**src/rtl/disp_share_ctrl.sv**
```systemverilog
// disp_share_ctrl: arbitrates two sources onto a 4-digit muxed 7-seg display (optional DISP_LZ_SUPPRESS_EN leading-zero blanking).
// Latency: outputs are registered one cycle behind the pc/slot counters; source changes take effect at the next frame.
// Backpressure: none; requests are levels or pulses latched into a pending flag, the display always accepts.
module disp_share_ctrl #(
    parameter int DIV         = 50000,
    parameter int BLANK       = 8,
    parameter int HOLD_FRAMES = 250
) (
    input  logic        Clk,
    input  logic        Reset,
    input  logic        ReqA,
    input  logic [15:0] DataA,
    input  logic        ReqB,
    input  logic [15:0] DataB,
    output logic [3:0]  Digit,
    output logic [3:0]  Select,
    output logic        Blank,
    output logic        GntB,
    output logic        FrameTick
);

    localparam int PCW = (DIV > 1) ? $clog2(DIV) : 1;
    localparam int HW  = $clog2(HOLD_FRAMES + 1);

    localparam logic [PCW-1:0] PC_LAST   = PCW'(DIV - 1);
    localparam logic [PCW-1:0] PC_BLANK  = PCW'(BLANK);
    localparam logic [HW-1:0]  HOLD_LOAD = HW'(HOLD_FRAMES - 1);

    typedef enum logic [1:0] {
        OFF    = 2'd0,
        SHOW_A = 2'd1,
        SHOW_B = 2'd2
    } state_t;

    logic [PCW-1:0] pc;
    logic [1:0]     s;
    state_t         state;
    state_t         state_nxt;
    logic [HW-1:0]  hold;
    logic [HW-1:0]  hold_nxt;
    logic           pend_b;
    logic           pend_b_nxt;
    logic [15:0]    snap_dat;
    logic [15:0]    snap_nxt;

    logic [3:0]     nib;
    logic           in_blank;
    logic           lz_dark;
    logic           lit;

    // Prescaler and slot counter free-run in every state, including OFF.
    always_ff @(posedge Clk) begin
        if (Reset) begin
            pc <= '0;
            s  <= 2'd0;
        end else if (pc == PC_LAST) begin
            pc <= '0;
            s  <= s + 2'd1;
        end else begin
            pc <= pc + 1'b1;
        end
    end

    always_ff @(posedge Clk) begin
        if (Reset) begin
            state    <= OFF;
            hold     <= '0;
            pend_b   <= 1'b0;
            snap_dat <= 16'h0000;
        end else begin
            state    <= state_nxt;
            hold     <= hold_nxt;
            pend_b   <= pend_b_nxt;
            snap_dat <= snap_nxt;
        end
    end

    // Arbitration happens in the cycle the registered FrameTick is high, so a
    // request seen alongside FrameTick still makes the following frame.
    // Every decision consumes pendB: either B is granted, or B was already
    // showing and a request raised during its hold must not re-grant.
    always_comb begin
        state_nxt  = state;
        hold_nxt   = hold;
        snap_nxt   = snap_dat;
        pend_b_nxt = pend_b | ReqB;
        if (FrameTick) begin
            pend_b_nxt = 1'b0;
            if (state == SHOW_B) begin
                if (hold != '0) begin
                    hold_nxt = hold - 1'b1;
                end else if (ReqB) begin
                    hold_nxt = HOLD_LOAD;
                    snap_nxt = DataB;
                end else if (ReqA) begin
                    state_nxt = SHOW_A;
                    snap_nxt  = DataA;
                end else begin
                    state_nxt = OFF;
                end
            end else if (pend_b || ReqB) begin
                state_nxt = SHOW_B;
                hold_nxt  = HOLD_LOAD;
                snap_nxt  = DataB;
            end else if (ReqA) begin
                state_nxt = SHOW_A;
                snap_nxt  = DataA;
            end else begin
                state_nxt = OFF;
            end
        end
    end

    // Decode uses the next-state view so a boundary decision lands exactly on
    // the first output cycle of the new frame.
    always_comb begin
        nib      = snap_nxt[{s, 2'b00} +: 4];
        in_blank = (pc < PC_BLANK);
        lz_dark  = 1'b0;
`ifdef DISP_LZ_SUPPRESS_EN
        if (state_nxt != OFF) begin
            case (s)
                2'd1:    lz_dark = (snap_nxt[15:4]  == 12'h000);
                2'd2:    lz_dark = (snap_nxt[15:8]  == 8'h00);
                2'd3:    lz_dark = (snap_nxt[15:12] == 4'h0);
                default: lz_dark = 1'b0;
            endcase
        end
`else
        lz_dark  = 1'b0;
`endif
        lit = (state_nxt != OFF) && !in_blank && !lz_dark;
    end

    always_ff @(posedge Clk) begin
        if (Reset) begin
            Digit     <= 4'h0;
            Select    <= 4'b0000;
            Blank     <= 1'b1;
            GntB      <= 1'b0;
            FrameTick <= 1'b0;
        end else begin
            Digit     <= (state_nxt == OFF) ? 4'h0 : nib;
            Select    <= lit ? (4'b0001 << s) : 4'b0000;
            Blank     <= in_blank && !lz_dark;
            GntB      <= (state_nxt == SHOW_B);
            FrameTick <= (pc == PC_LAST) && (s == 2'd3);
        end
    end

endmodule

```
**config.mk**
```make
export PLATFORM = sky130hd
export DESIGN_NAME = disp_share_ctrl
export DESIGN_NICKNAME = d
export VERILOG_FILES = /design/src/rtl/disp_share_ctrl.sv
export SDC_FILE = /design/constraint.sdc
export NUM_CORES = 1
export LEC_CHECK = 0
export BUFFER_PORTS_ARGS = -buffer_cell sky130_fd_sc_hd__buf_2
export CORE_ASPECT_RATIO = 1.2
export CORE_UTILIZATION = 30
export CTS_BUF_LIST = sky130_fd_sc_hd__clkbuf_2 sky130_fd_sc_hd__clkbuf_4 sky130_fd_sc_hd__clkbuf_8
export DETAILED_ROUTE_END_ITERATION = 7
export GPL_TIMING_DRIVEN = 0
export SLEW_MARGIN = 20
export SYNTH_ARGS = -nofsm -noshare
export SYNTH_HDL_FRONTEND = slang
export SYNTH_SLANG_ARGS = --single-unit
```
**constraint.sdc**
```tcl
create_clock -name Clk -period 4.7 [get_ports Clk]
set_input_delay 0.235 -clock Clk [delete_from_list [all_inputs] [get_ports Clk]]
set_output_delay 0.235 -clock Clk [all_outputs]
set_load 0.02 [all_outputs]
```
==> results of run 1 <==
==> layer usage <==
| layer | vias to the layer above | wire (µm) | global-route usage (%) |
|---|---|---|---|
| met3 | 6 | 352 | 2.87 |
| met2 | 65 | 3880 | 27.5 |
| met1 | 1337 | 3390 | 18.5 |
| li1 | 1394 | - | - |
| met4 | 2 | 25 | 2.46 |
| met5 | - | 13 | 0 |
==> metrics by stage <==
stage,std cells,area (µm²)
floorplan,364,3000
global placement,531,3380
detailed placement,531,3380
CTS,539,3500
global route,539,3500
finish,539,3500
==> where the power goes <==
part / internal [mW] / total [mW] / leakage (nW) / switching, mW
combinational: 0.0324 / 0.0770 / 0.847 / 0.0446
sequential: 0.477 / 0.479 / 0.452 / 0.00185
clock: 0.188 / 0.347 / 0.0645 / 0.158
total: 0.698 / 0.903 / 1.36 / 0.205
==> final cells by class <==
cell class / instances / area, µm²
well taps: 123 / 154
plain buffers: 22 / 113
clock inverters: 1 / 30.0
inverters: 5 / 18.8
clock buffers: 7 / 96.3
multi-input cells: 281 / 1750
repair buffers: 44 / 220
fillers: 991 / 6110
flip-flops and latches: 56 / 1120
==> worst max-delay path: stages (launching register included) <==
cell	delay [ps]
dfxtp_1	370
inv_1	60
ha_1	230
nor3b_2	200
a32oi_1	660
buf_2	370
nand2_1	100
o2111ai_1	120
o21ai_0	120
o22ai_1	180
==> cells by family (layout without fill, tap and decap cells) <==
kind of cell	Yosys count	count (layout)	synth area share [%]
buffers and inverters	27	79	4.38
multiplexers	24	24	8.30
AND/OR/NAND/NOR	155	155	25.8
XOR/XNOR	16	16	4.67
AO/OA/AOI/OAI	83	83	18.3
adder cells (fa/ha/maj)	3	3	1.25
flip-flops	56	56	37.3
==> sequential cells by signal (all words and copies together), names as in the netlist <==
| signal | flops |
|---|---|
| Blank | 1 |
| Digit | 4 |
| FrameTick | 1 |
| GntB | 1 |
| Select | 4 |
| hold | 8 |
| pc | 16 |
| pend_b | 1 |
| s | 2 |
| snap_dat | 16 |
| state | 2 |
==> cells in the mapped netlist, types with 2 or more instances <==
library cell / instances / area share, %
xor2_1: 9 / 2.6
inv_1: 5 / 0.63
a211oi_1: 2 / 0.50
xnor2_1: 7 / 2.0
a32o_1: 6 / 2.0
and2_1: 2 / 0.42
and3_1: 7 / 1.5
or3_4: 2 / 0.75
a31oi_1: 4 / 0.83
o21ai_0: 19 / 3.2
a32oi_1: 5 / 1.5
a21oi_1: 23 / 3.8
o21a_1: 4 / 1.0
o211ai_1: 7 / 1.8
dfxtp_1: 56 / 37
ha_1: 3 / 1.3
nand3_1: 12 / 2.0
o2111ai_1: 4 / 1.2
nor3b_1: 4 / 1.0
nor4_1: 2 / 0.42
nand2_1: 36 / 4.5
nand2b_1: 17 / 3.5
mux2_2: 7 / 2.6
o22ai_1: 4 / 0.83
and4_1: 2 / 0.58
nor3_1: 8 / 1.3
nor2b_1: 7 / 1.5
clkbuf_1: 10 / 1.3
mux2i_1: 17 / 5.7
nor2_1: 47 / 5.9
buf_2: 7 / 1.2
==> worst max path at each step <==
stage / start / endpoint / slack [ps] / cells after the start
after floorplan: hold[0] / Digit[0] / 2800 / 9
after global placement: hold[0] / Digit[2] / 2250 / 9
after detailed placement: hold[0] / Digit[3] / 2260 / 9
after CTS: hold[0] / Digit[3] / 2260 / 9
after global routing: hold[0] / Digit[3] / 2040 / 9
final: hold[0] / Digit[2] / 2220 / 9
==> impl_results.md, run 1 <==
- Status: finished, final reports clean
- Clock Tree Root: clkbuf_8
- Initial DRC count: 141
- Area Growth Syn to Fin: 16.7%
- Antenna cells: 0
- Post-Syn Nets: 403
- Post-CTS setup buffer count: 0
- Final Power: 0.903 mW
- Fin. Hold Viols: 0
- # DRC: 0
- Largest net degree at the start of global routing: 17
- Cell depth of the worst hold path: 2
- CTS sink cnt: 56
- Worst reg-to-reg setup slack: 2220 ps
- Yosys warns: 0
- Leading cell type in the layout, fill and taps excluded: dfxtp_1
- Cell variety after synth: 50
- H-tree levels: 2
- Total CTS buffers: 5
- Synthesized area: 0.00300 mm²
- Share of layout cells above drive strength 1: 18.3%
- CP arrival: 2720 ps
- CTS tree: yes
- CP Launch Type: register
- Pwr Density: 258 mW/mm²
- Worst r2r dst: Digit[2]
- Fmax: 0.403 GHz
- Clock period minus worst slack: 2480 ps
- RD Place Congestion: 0.754
- Ys flop type: dfxtp_1
- Max Root-Sink Buffers: 2
- TritonRoute pass-1 iters: 5
- Reg clk slew, reported paths: 110 ps
- Kind of critical path: reg2reg
- Cell count after synthesis: 364
- CP endpoint kind: register
- Worst reg-to-reg path cell count: 9
- Port bufs: 44
- Layout Nets: 454
- Fin Hold WS: 110 ps
- Final core utilization: 36.4%
- Core Region: 0.00961 mm²
- Worst-Skew Late Latency: 310 ps
- RSZ-0062 raised after global routing: no
- Max_cap viols: 0
- Worst Hold Class: in2reg
- Sequential area share after synthesis: 37.3%
- Synth Register Bits: 56
- Measured slew at the worst slew-check pin: 783 ps
- Worst slack at placement: 2260 ps
- Async SR Flop Fraction: 0%
- Drt wl/cell: 14.2 µm
- Gr ovfl total: 0
- Num ports: 47
- # resized after CTS: 0
- Die Wd: 93.3 µm
- Avg Cell Area, Syn: 8.25 µm²
- Vias per inst: 5.20
- Final Skew: 18.5 ps
- Antenna violations before repair: 1
- Leakage: 1.36 nW
- Required time worst endpoint: 4940 ps
- Hold Startpoint: Reset
- Tcrit/Tclk final: 52.7%
- Hold endpoint: snap_dat[1]
- Vias in the first global route: 2704
- Die height: 112 µm
- Routed WL: 7.67 mm
- Final HPWL DP: 5.62 mm
- Max VDD drop: 0.103 mV
- Reg-to-Reg Start: hold[0]
- Post-Route Setup TNS: 0 ps
- Max FO, Critical Path: 10
- Die footprint: 0.0104 mm²
- Final worst slack: 2220 ps
- Total GRT Usage: 15.1%
- Final ANT Viol Nets: 0
- Final Setup Violations: 0
- Initial Util: 31.2%
- Routed vias: 2804
- # hold bufs at CTS: 0
- First-pass GRT wire length: 12.7 mm
- Most frequent cells in the layout: 56 x dfxtp_1, 51 x buf_2, 47 x nor2_1
- Max Slew Vio Count: 0
- Post-synth EDFFs: 0
- Slew headroom: 47.8%
- Cell row count: 39
Power figures use the tool's default switching activity.
==> run 2, diff against run 1 <==
- ABC_AREA: unset -> 1
- clock period: 4.7 -> 2.2 ns (I/O delays scaled with it)
==> impl_results.md, run 2 <==
- Comb power frac: 11.9%
- RSZ-0062 raised after global routing: no
- Port bufs: 45
- Max Slew Vio Count: 0
- Total CTS buffers: 5
- # resized after CTS: 0
- Synth top area cells: dfxtp_1 33%, nand2_1 18%, nand3_1 9.4%
- Sw Share: 24.6%
- Antenna violations before repair: 0
- Final ANT Viol Nets: 0
- # DRC: 0
- Crit path depth: 11
- Antenna cells: 0
- Worst-Skew Late Latency: 310 ps
- Synth Area in Adders: 1.10%
- Avg Cell Area, Syn: 6.19 µm²
- Post-Syn Nets: 590
- Synthesized area: 0.00341 mm²
- Num ports: 47
- CP max stage delay: 320 ps
- Ys flop type: dfxtp_1
- H-tree levels: 2
- Worst reg-to-reg path cell count: 11
- Largest family of logic cells by synthesized area: simple AND/OR/NAND/NOR gates
- CTS sink cnt: 56
- Final Setup Violations: 0
- Layout Nets: 642
- Async SR Flop Fraction: 0%
- Cell count after synthesis: 551
- Synth area leader: dfxtp_1
- Kind of critical path: reg2reg
- # hold bufs at CTS: 0
- Leading cell type in the layout, fill and taps excluded: nand2_1
- Fmax: 0.530 GHz
- Die footprint: 0.0118 mm²
- Cell row count: 42
- Pwr Density: 470 mW/mm²
- Final worst slack: 314 ps
- Die height: 119 µm
- CP Launch Type: register
- Share of layout cells above drive strength 1: 14.4%
- Worst reg-to-reg setup slack: 310 ps
- Int Power: 1.38 mW
- Initial DRC count: 203
- Fin. Hold Viols: 0
- Clock period minus worst slack: 1890 ps
- Post-Route Setup TNS: 0 ps
- Initial Util: 30.9%
- Core Region: 0.0110 mm²
- Gr ovfl total: 0
- CP delay by family, top: simple AND/OR/NAND/NOR gates
- Clock power frac: 32.2%
- Crit-path cells: inv_1 -> ha_1 -> nand2_4 -> nor2_8 -> nand2_4 -> nand3_4 -> o21ai_2 -> o21ai_2 -> inv_2 -> nand3_1 -> nor2_1
- Total GRT Usage: 16.4%
- Top-count cell post-synth: nand2_1
- CP bufs+invs: 2
- Clock Tree Root: clkbuf_8
- Slowest-stage cell, CP: dfxtp_1
- Leakage: 1.81 nW
- Tcrit/Tclk final: 85.7%
- Routed WL: 9.34 mm
- First-pass GRT wire length: 15.6 mm
- Die Wd: 99.4 µm
- CTS tree: yes
- Post-CTS setup buffer count: 0
- Max_cap viols: 0
- Most instantiated cells after synthesis: 168 x nand2_1, 67 x nor2_1, 64 x nand3_1, 56 x dfxtp_1, 55 x inv_1
- Required time worst endpoint: 2390 ps
- Yosys warns: 0
- Measured slew at the worst slew-check pin: 519 ps
- Top Registers: pc: 16 flops, snap_dat: 16 flops, hold: 8 flops
- Largest net degree at the start of global routing: 16
- Slew headroom: 65.4%
- Max Root-Sink Buffers: 2
- RD Place Congestion: 0.830
- Compound-Gate Fraction of Synth Area: 11.5%
- Drt wl/cell: 12.7 µm
- TritonRoute pass-1 iters: 4
- Vias in the first global route: 3310
- CP arrival: 2070 ps
- Net Switching: 0.451 mW
- Post-Synth XOR/XNOR Area: 2.05%
- Status: finished, final reports clean
- Sequential area share after synthesis: 32.8%
- Simple-gate portion of the synthesized area: 42.2%
- Mux cell area share after synthesis: 0%
- Max FO, Critical Path: 9
- Vias per inst: 4.76
- Cell depth of the worst hold path: 2
- Worst Hold Class: in2reg
- Cell variety after synth: 35
- Final Skew: 8.04 ps
- Most frequent cells in the layout: 168 x nand2_1, 67 x nor2_1, 64 x nand3_1
- Max VDD drop: 0.286 mV
- Routed vias: 3503
- Share of the synthesized area in the top cell type: 32.8%
- Synth Register Bits: 56
- Post-synth EDFFs: 0
- Reg clk slew, reported paths: 90 ps
- CP endpoint kind: register
- Final HPWL DP: 7.14 mm
- Sequential share of power: 55.9%
- Area Growth Syn to Fin: 14.3%
- Worst slack at placement: 284 ps
-- run 2: metal layers --
metal  routed length, µm  GRT usage [%]  part of all wire (%)  vias up
li1                    -              -                     -     1855
met1                4250           20.0                    45     1536
met2                4390           28.5                    47       99
met3                 506           2.64                   5.4       13
met4                 192           6.43                   2.1        0
met5                   0              0                     0        -
-- run 2: stage by stage --
step | cells | total power, mW | hold WS [ps] | instance area (µm²) | util, %
2_1_floorplan | 551 | 1.19 | 179 | 3410 | -
6_report | 736 | 1.83 | 78.5 | 3900 | 35.4
4_1_cts | 736 | 1.87 | 78.1 | 3900 | 35.4
3_5_place_dp | 728 | 1.27 | 413 | 3800 | 34.5
3_3_place_gp | 728 | 1.26 | 394 | 3800 | 34.5
5_1_grt | 736 | 1.93 | 82.8 | 3900 | 35.4
-- run 2: logic make-up after synthesis --
group,Yosys count
xor+xnor,8
flops,56
simple gates,327
buf+inv,82
compound gates,75
fa+ha+maj,3
-- run 2: final cells by class --
cell class / instances / area, µm²
fill: 1223 / 7130
multi-input combinational: 413 / 1940
sequential: 56 / 1120
timing repair buffer: 45 / 225
inverter: 60 / 225
tap: 132 / 165
buffer: 22 / 125
clock buffer: 8 / 97.6
-- run 2: path summary, 6_finish.rpt --
kind	end	from
setup reg to reg	Select[2]	hold[0]
setup / recovery	Select[2]	hold[0]
hold / removal	hold[2]	Reset
hold reg to reg	pc[0]	pc[0]
-- run 2: power by group through the flow --
stage	Sequential, mW	Combinational (mW)	Clock [mW]
2_1_floorplan	1.05	0.141	0
3_5_place_dp	1.05	0.216	0
6_report	1.03	0.218	0.591
4_1_cts	1.03	0.217	0.624
3_3_place_gp	1.05	0.214	0
5_1_grt	1.03	0.248	0.656
